`src/rtl/branch_redirect_controller.sv`:
```
// Branch redirect controller: after a taken branch resolves in EX, it issues a
// one-shot fetch redirect and squashes the IF/OF and OF/EX latches for
// FLUSH_DEPTH unstalled cycles. It also keeps saturating counts of branches and
// taken branches.
//
// Ports
//   i_clk, i_rst_n           clock (rising edge), synchronous active-low reset
//   i_ex_valid               EX holds a real instruction
//   i_ex_is_branch           EX instruction is a branch/call/ret
//   i_ex_branch_taken        branch unit taken decision
//   i_ex_branch_pc           resolved branch target
//   i_pipe_stall             global pipeline freeze
//   i_clear_stats            synchronous clear of both counters
//   o_pc_redirect_valid      fetch loads o_pc_redirect_target this cycle
//   o_pc_redirect_target     latched branch target
//   o_flush_if_of            squash the IF/OF latch
//   o_flush_of_ex            squash the OF/EX latch
//   o_busy                   redirect or squash window in progress
//   o_branch_count           accepted branches (saturating)
//   o_taken_count            accepted taken branches (saturating)
module branch_redirect_controller #(
    parameter int unsigned ADDR_W      = 32,
    parameter int unsigned FLUSH_DEPTH = 2,
    parameter int unsigned CNT_W       = 16
) (
    input  logic              i_clk,
    input  logic              i_rst_n,
    input  logic              i_ex_valid,
    input  logic              i_ex_is_branch,
    input  logic              i_ex_branch_taken,
    input  logic [ADDR_W-1:0] i_ex_branch_pc,
    input  logic              i_pipe_stall,
    input  logic              i_clear_stats,
    output logic              o_pc_redirect_valid,
    output logic [ADDR_W-1:0] o_pc_redirect_target,
    output logic              o_flush_if_of,
    output logic              o_flush_of_ex,
    output logic              o_busy,
    output logic [CNT_W-1:0]  o_branch_count,
    output logic [CNT_W-1:0]  o_taken_count
);

    // Holds FLUSH_DEPTH-1, the number of squash cycles after the redirect cycle
    localparam int unsigned      SQ_W    = (FLUSH_DEPTH > 1) ? $clog2(FLUSH_DEPTH) : 1;
    localparam logic [SQ_W-1:0]  SQ_INIT = SQ_W'(FLUSH_DEPTH - 1);
    localparam logic [CNT_W-1:0] CNT_MAX = '1;

    typedef enum logic [1:0] {
        ST_IDLE     = 2'd0,
        ST_REDIRECT = 2'd1,
        ST_SQUASH   = 2'd2
    } state_t;

    state_t            r_state;
    state_t            w_state_nxt;
    logic [SQ_W-1:0]   r_sq_cnt;
    logic [SQ_W-1:0]   w_sq_cnt_nxt;
    logic              w_latch_target;
    logic              w_accept;
    logic              r_redirect;
    logic              r_flush;
    logic              r_busy;
    logic [ADDR_W-1:0] r_target;
    logic [CNT_W-1:0]  r_branch_cnt;
    logic [CNT_W-1:0]  r_taken_cnt;

    // Branches are only considered when the window is closed; anything seen
    // during the window is wrong-path.
    assign w_accept = i_ex_valid & i_ex_is_branch & ~i_pipe_stall & (r_state == ST_IDLE);

    // State register
    always_ff @(posedge i_clk) begin
        if (!i_rst_n) begin
            r_state  <= ST_IDLE;
            r_sq_cnt <= '0;
        end else begin
            r_state  <= w_state_nxt;
            r_sq_cnt <= w_sq_cnt_nxt;
        end
    end

    // Next-state logic; stalls freeze the window in place
    always_comb begin
        w_state_nxt    = r_state;
        w_sq_cnt_nxt   = r_sq_cnt;
        w_latch_target = 1'b0;
        unique case (r_state)
            ST_IDLE: begin
                if (w_accept && i_ex_branch_taken) begin
                    w_state_nxt    = ST_REDIRECT;
                    w_latch_target = 1'b1;
                end
            end
            ST_REDIRECT: begin
                if (!i_pipe_stall) begin
                    if (FLUSH_DEPTH <= 1) begin
                        w_state_nxt = ST_IDLE;
                    end else begin
                        w_state_nxt  = ST_SQUASH;
                        w_sq_cnt_nxt = SQ_INIT;
                    end
                end
            end
            ST_SQUASH: begin
                if (!i_pipe_stall) begin
                    w_sq_cnt_nxt = r_sq_cnt - SQ_W'(1);
                    if (r_sq_cnt <= SQ_W'(1)) begin
                        w_state_nxt  = ST_IDLE;
                        w_sq_cnt_nxt = '0;
                    end
                end
            end
            default: begin
                w_state_nxt  = ST_IDLE;
                w_sq_cnt_nxt = '0;
            end
        endcase
    end

    // Outputs registered from the next state so they line up with r_state
    always_ff @(posedge i_clk) begin
        if (!i_rst_n) begin
            r_redirect <= 1'b0;
            r_flush    <= 1'b0;
            r_busy     <= 1'b0;
            r_target   <= '0;
        end else begin
            r_redirect <= (w_state_nxt == ST_REDIRECT);
            r_flush    <= (w_state_nxt != ST_IDLE);
            r_busy     <= (w_state_nxt != ST_IDLE);
            if (w_latch_target) begin
                r_target <= i_ex_branch_pc;
            end
        end
    end

    // Saturating statistics; clear beats a same-cycle increment
    always_ff @(posedge i_clk) begin
        if (!i_rst_n || i_clear_stats) begin
            r_branch_cnt <= '0;
            r_taken_cnt  <= '0;
        end else if (w_accept) begin
            if (r_branch_cnt != CNT_MAX) begin
                r_branch_cnt <= r_branch_cnt + CNT_W'(1);
            end
            if (i_ex_branch_taken && (r_taken_cnt != CNT_MAX)) begin
                r_taken_cnt <= r_taken_cnt + CNT_W'(1);
            end
        end
    end

    assign o_pc_redirect_valid  = r_redirect;
    assign o_pc_redirect_target = r_target;
    assign o_flush_if_of        = r_flush;
    assign o_flush_of_ex        = r_flush;
    assign o_busy               = r_busy;
    assign o_branch_count       = r_branch_cnt;
    assign o_taken_count        = r_taken_cnt;

endmodule

```
`config.mk`:
```
export PLATFORM = sky130hd
export DESIGN_NAME = branch_redirect_controller
export DESIGN_NICKNAME = d
export VERILOG_FILES = /design/src/rtl/branch_redirect_controller.sv
export SDC_FILE = /design/constraint.sdc
export NUM_CORES = 1
export LEC_CHECK = 0
export CORE_MARGIN = 2
export CORE_UTILIZATION = 35
export DETAILED_ROUTE_END_ITERATION = 12
export PLACE_DENSITY = 0.62
export SYNTH_ARGS = -nofsm -noshare
export SYNTH_HDL_FRONTEND = slang
export SYNTH_SLANG_ARGS = --single-unit
```
`constraint.sdc`:
```
create_clock -name i_clk -period 1.93 [get_ports i_clk]
set_clock_uncertainty 0.05 [all_clocks]
set_input_delay 0.386 -clock i_clk [delete_from_list [all_inputs] [get_ports i_clk]]
set_output_delay 0.386 -clock i_clk [all_outputs]
set_load 0.01 [all_outputs]
```
==> results.md <==
- Hold Crit Depth: 2
- Critical Path AT: 2160 ps
- CTS tree: yes
- 1st-iter DRT viols: 125
- Gate Count Post-Synth: 371
- Grt ovf: 0
- Antenna Cells: 0
- Synth Area in Adders: 0.795%
- Top_reg_cell synth: dfxtp_1
- RR Startpoint: o_branch_count[0]$_SDFFE_PP0P_
- Fin nets: 543
- Routed WL: 9070 um
- Wire length on met2: just over 4000 um
- Top Metal Used: met4
- Fin crit share: 101%
- RSZ-0062 raised after global routing: yes
- Final Wtd Congestion: slightly above 0.8
- First-pass GRT wire length: 15500 um
- Mapped Avg Cell Area: 8.48 um2
- Hold path start: o_pc_redirect_target[1]$_SDFFE_PN0P_
- Synthesized flop and latch total: 68
- Seq/Total Area, Yosys: 43.3%
- Area Overhead vs Synth: 51.7%
- Final setup viols: 1
- Pwr dens: around 600 nW/um2
- CTS resizes: 0
- Routed len/inst: 14.7 um
- I/O pins: ~110
- Drt drc: 0
- Clock transition at the registers of the reported paths: 80 ps
- Hold_buf cts: 0
- Fmax: 516 MHz
- Slew Limit Fails: 0
- Max Cap Violations: 0
- Compound-Gate Fraction of Synth Area: roughly a fifth
- Vias per cell: 5.16
- Vias in the first global route: 3200
- Mux share of post-synthesis cell area: 1.27%
- Max VDD drop: approximately 0.4 mV
- Vias: 3175
- EDFF count, synth: 0
- XOR/XNOR Fraction of Synth Area: 0%
- Hold Path Sink: o_pc_redirect_target[1]$_SDFFE_PN0P_
- Syn Nets: 412
- Setup Fix Bufs, Post-CTS: 0
- Simple-gate share of the synthesized area: between 20% and 30%
- Largest family of logic cells by synthesized area: simple AND/OR/NAND/NOR gates
- Layout cell share with drive strength beyond 1: 14.2%
- Count of cell types in the netlist: 43
- Setup_tns: -9.73 ps
- Worst hold-check path type: reg2reg
- Die W: 98.8 um
- R2R depth: 6
- Hold_ws: 414 ps
- Worst R2R End: o_branch_count[3]$_SDFFE_PP0P_
- Post-DP HPWL: 6490 um
- Clock buffer depth: 2
- Pin count of the biggest net entering global routing: 37
- Clk_lat worst skew: between 300 and 400 ps
- Std cell rows: 34
- Async set-reset flop share out of synthesis: 0%
- Failing checks: setup timing
- Fin. Hold Viols: 0
- CP required: 2150 ps
- PortBufs: 106
- All-Layer GR Usage: between 10% and 20%
- # H-tree levels: 3
- Drt pass-1 iters: 4
- Starting density of the core: 36.1%
- Metal-1 WL: 4110 um
- Die Footprint: 9770 um2
- Die Y: 98.8 um
- Initial antenna violation count: 0
- WL met3: 849 um
- Min cycle time layout: 1940 ps
- Post-DRT Antenna Nets: 0
- Setup CP Type: in2reg
- Worst-Margin Slew: 440 ps
- CP Capture Type: flop
- Worst setup SP type: primary input
- Max FO, Critical Path: 5
- Syn Std Cell Area: ~3100 um2
- Leakage: 0.00160 uW
- Status: finished with violations
- Num CTS Buffers: 9
- Final WS setup: -9.73 ps
- Reg2Reg Setup Slack: 150 ps
- Clk root buf: clkbuf_8
- Sink Count: a little under 70
- Rel. slew slack: between 70% and 80%
- Core area: about 8700 um2
- Ys Warns: 0
==> logic make-up after synthesis <==
group | after synthesis
and+or+nand+nor | 173
AOI/OAI and AO/OA | 94
DFF | 68
buffers and inverters | 30
adders and majority gates | 2
muxes | 4
==> area by class of cell <==
cell class	instances	area, um2
Sequential cell	68	1360
Inverter	7	26.3
Tap cell	108	135
Timing Repair Buffer	143	1360
Multi-Input combinational cell	273	1680
Clock inverter	6	63.8
Clock buffer	10	138
Fill cell	812	3950
==> layout by cell type, fill, tap and decap left out, types with 3 or more instances in the layout <==
cell | Yosys | layout
nor3_1 | 3 | 3
nand2_1 | 83 | 82
a211oi_1 | 5 | 3
o211ai_1 | 3 | 3
mux2i_1 | 4 | 4
dfxtp_1 | 68 | 67
clkbuf_8 | 0 | 10
or3_1 | 6 | 6
and2_1 | 3 | 3
nand4_1 | 13 | 13
o21ai_0 | 10 | 10
clkdlybuf4s50_1 | 0 | 106
inv_1 | 7 | 7
and3_1 | 5 | 5
a21oi_1 | 23 | 23
nand3_1 | 13 | 13
a31o_2 | 3 | 3
and4_1 | 5 | 5
nor4_2 | 0 | 3
nor4_1 | 7 | 4
o31ai_1 | 12 | 12
nor2_1 | 6 | 6
buf_4 | 3 | 35
or4_1 | 13 | 11
a21boi_0 | 32 | 32
nand2b_1 | 5 | 5
==> flip-flops by register name, indices dropped and copies added (netlist names) <==
| register | cells |
|---|---|
| o_taken_count | 16 |
| o_branch_count | 16 |
| r_state | 2 |
| o_pc_redirect_target | 32 |
| o_busy | 1 |
| o_pc_redirect_valid | 1 |
==> where the power goes <==
part	switching [uW]	leakage, uW	internal (uW)
clock network	561	0.0000983	629
logic	92.4	0.000948	140
registers	9.00	0.000549	1420
==> worst max path at each step <==
stage,startpoint,end,depth (start not counted)
floorplan,o_branch_count[0]$_SDFFE_PP0P_,o_branch_count[8]$_SDFFE_PP0P_,4
global placement,i_pipe_stall,o_branch_count[13]$_SDFFE_PP0P_,5
detailed placement,i_pipe_stall,o_branch_count[13]$_SDFFE_PP0P_,5
CTS,i_pipe_stall,o_branch_count[13]$_SDFFE_PP0P_,5
global route,i_pipe_stall,o_branch_count[15]$_SDFFE_PP0P_,7
finish,i_pipe_stall,o_branch_count[15]$_SDFFE_PP0P_,7
==> synth_stat cells (4+ instances only) <==
cell type,count,area [um2]
o21ai_0,10,50.1
nand4_1,13,81.3
a211oi_1,5,37.5
mux2i_1,4,40.0
inv_1,7,26.3
nand3_1,13,65.1
a21boi_0,32,240
and3_1,5,31.3
a21oi_1,23,115
or3_1,6,37.5
dfxtp_1,68,1360
buf_2,6,30.0
nand2_1,83,312
o31ai_1,12,90.1
or4_1,13,97.6
nor2_1,6,22.5
clkbuf_1,10,37.5
nand2b_1,5,31.3
nor4_1,7,43.8
and4_1,5,43.8
==> routing by layer <==
layer | vias up | global-route usage [%]
met5 | - | 0
met4 | 0 | 4.43
met3 | 7 | 8.87
met2 | 103 | 30.0
met1 | 1454 | 24.6
li1 | 1611 | -
==> worst max-delay path, cell delays in order <==
cell and delay [ps]:
clkdlybuf4s50_1 440, and4bb_1 320, buf_4 160, nand4_1 150, buf_4 190, o31a_1 310
a211oi_2 190
==> through the flow <==
step	instances	area (um2)	util (%)	setup slack, ps	total power [uW]
global route	615	4770	54.7	-48.2	2980
finish	615	4770	54.7	-9.73	2850
detailed placement	599	4520	51.8	-304	1690
CTS	615	4720	54.1	45.7	2890
floorplan	371	3150	-	55.9	1540
global placement	599	4520	51.8	-271	1690
(Power assumes the default switching activity.)
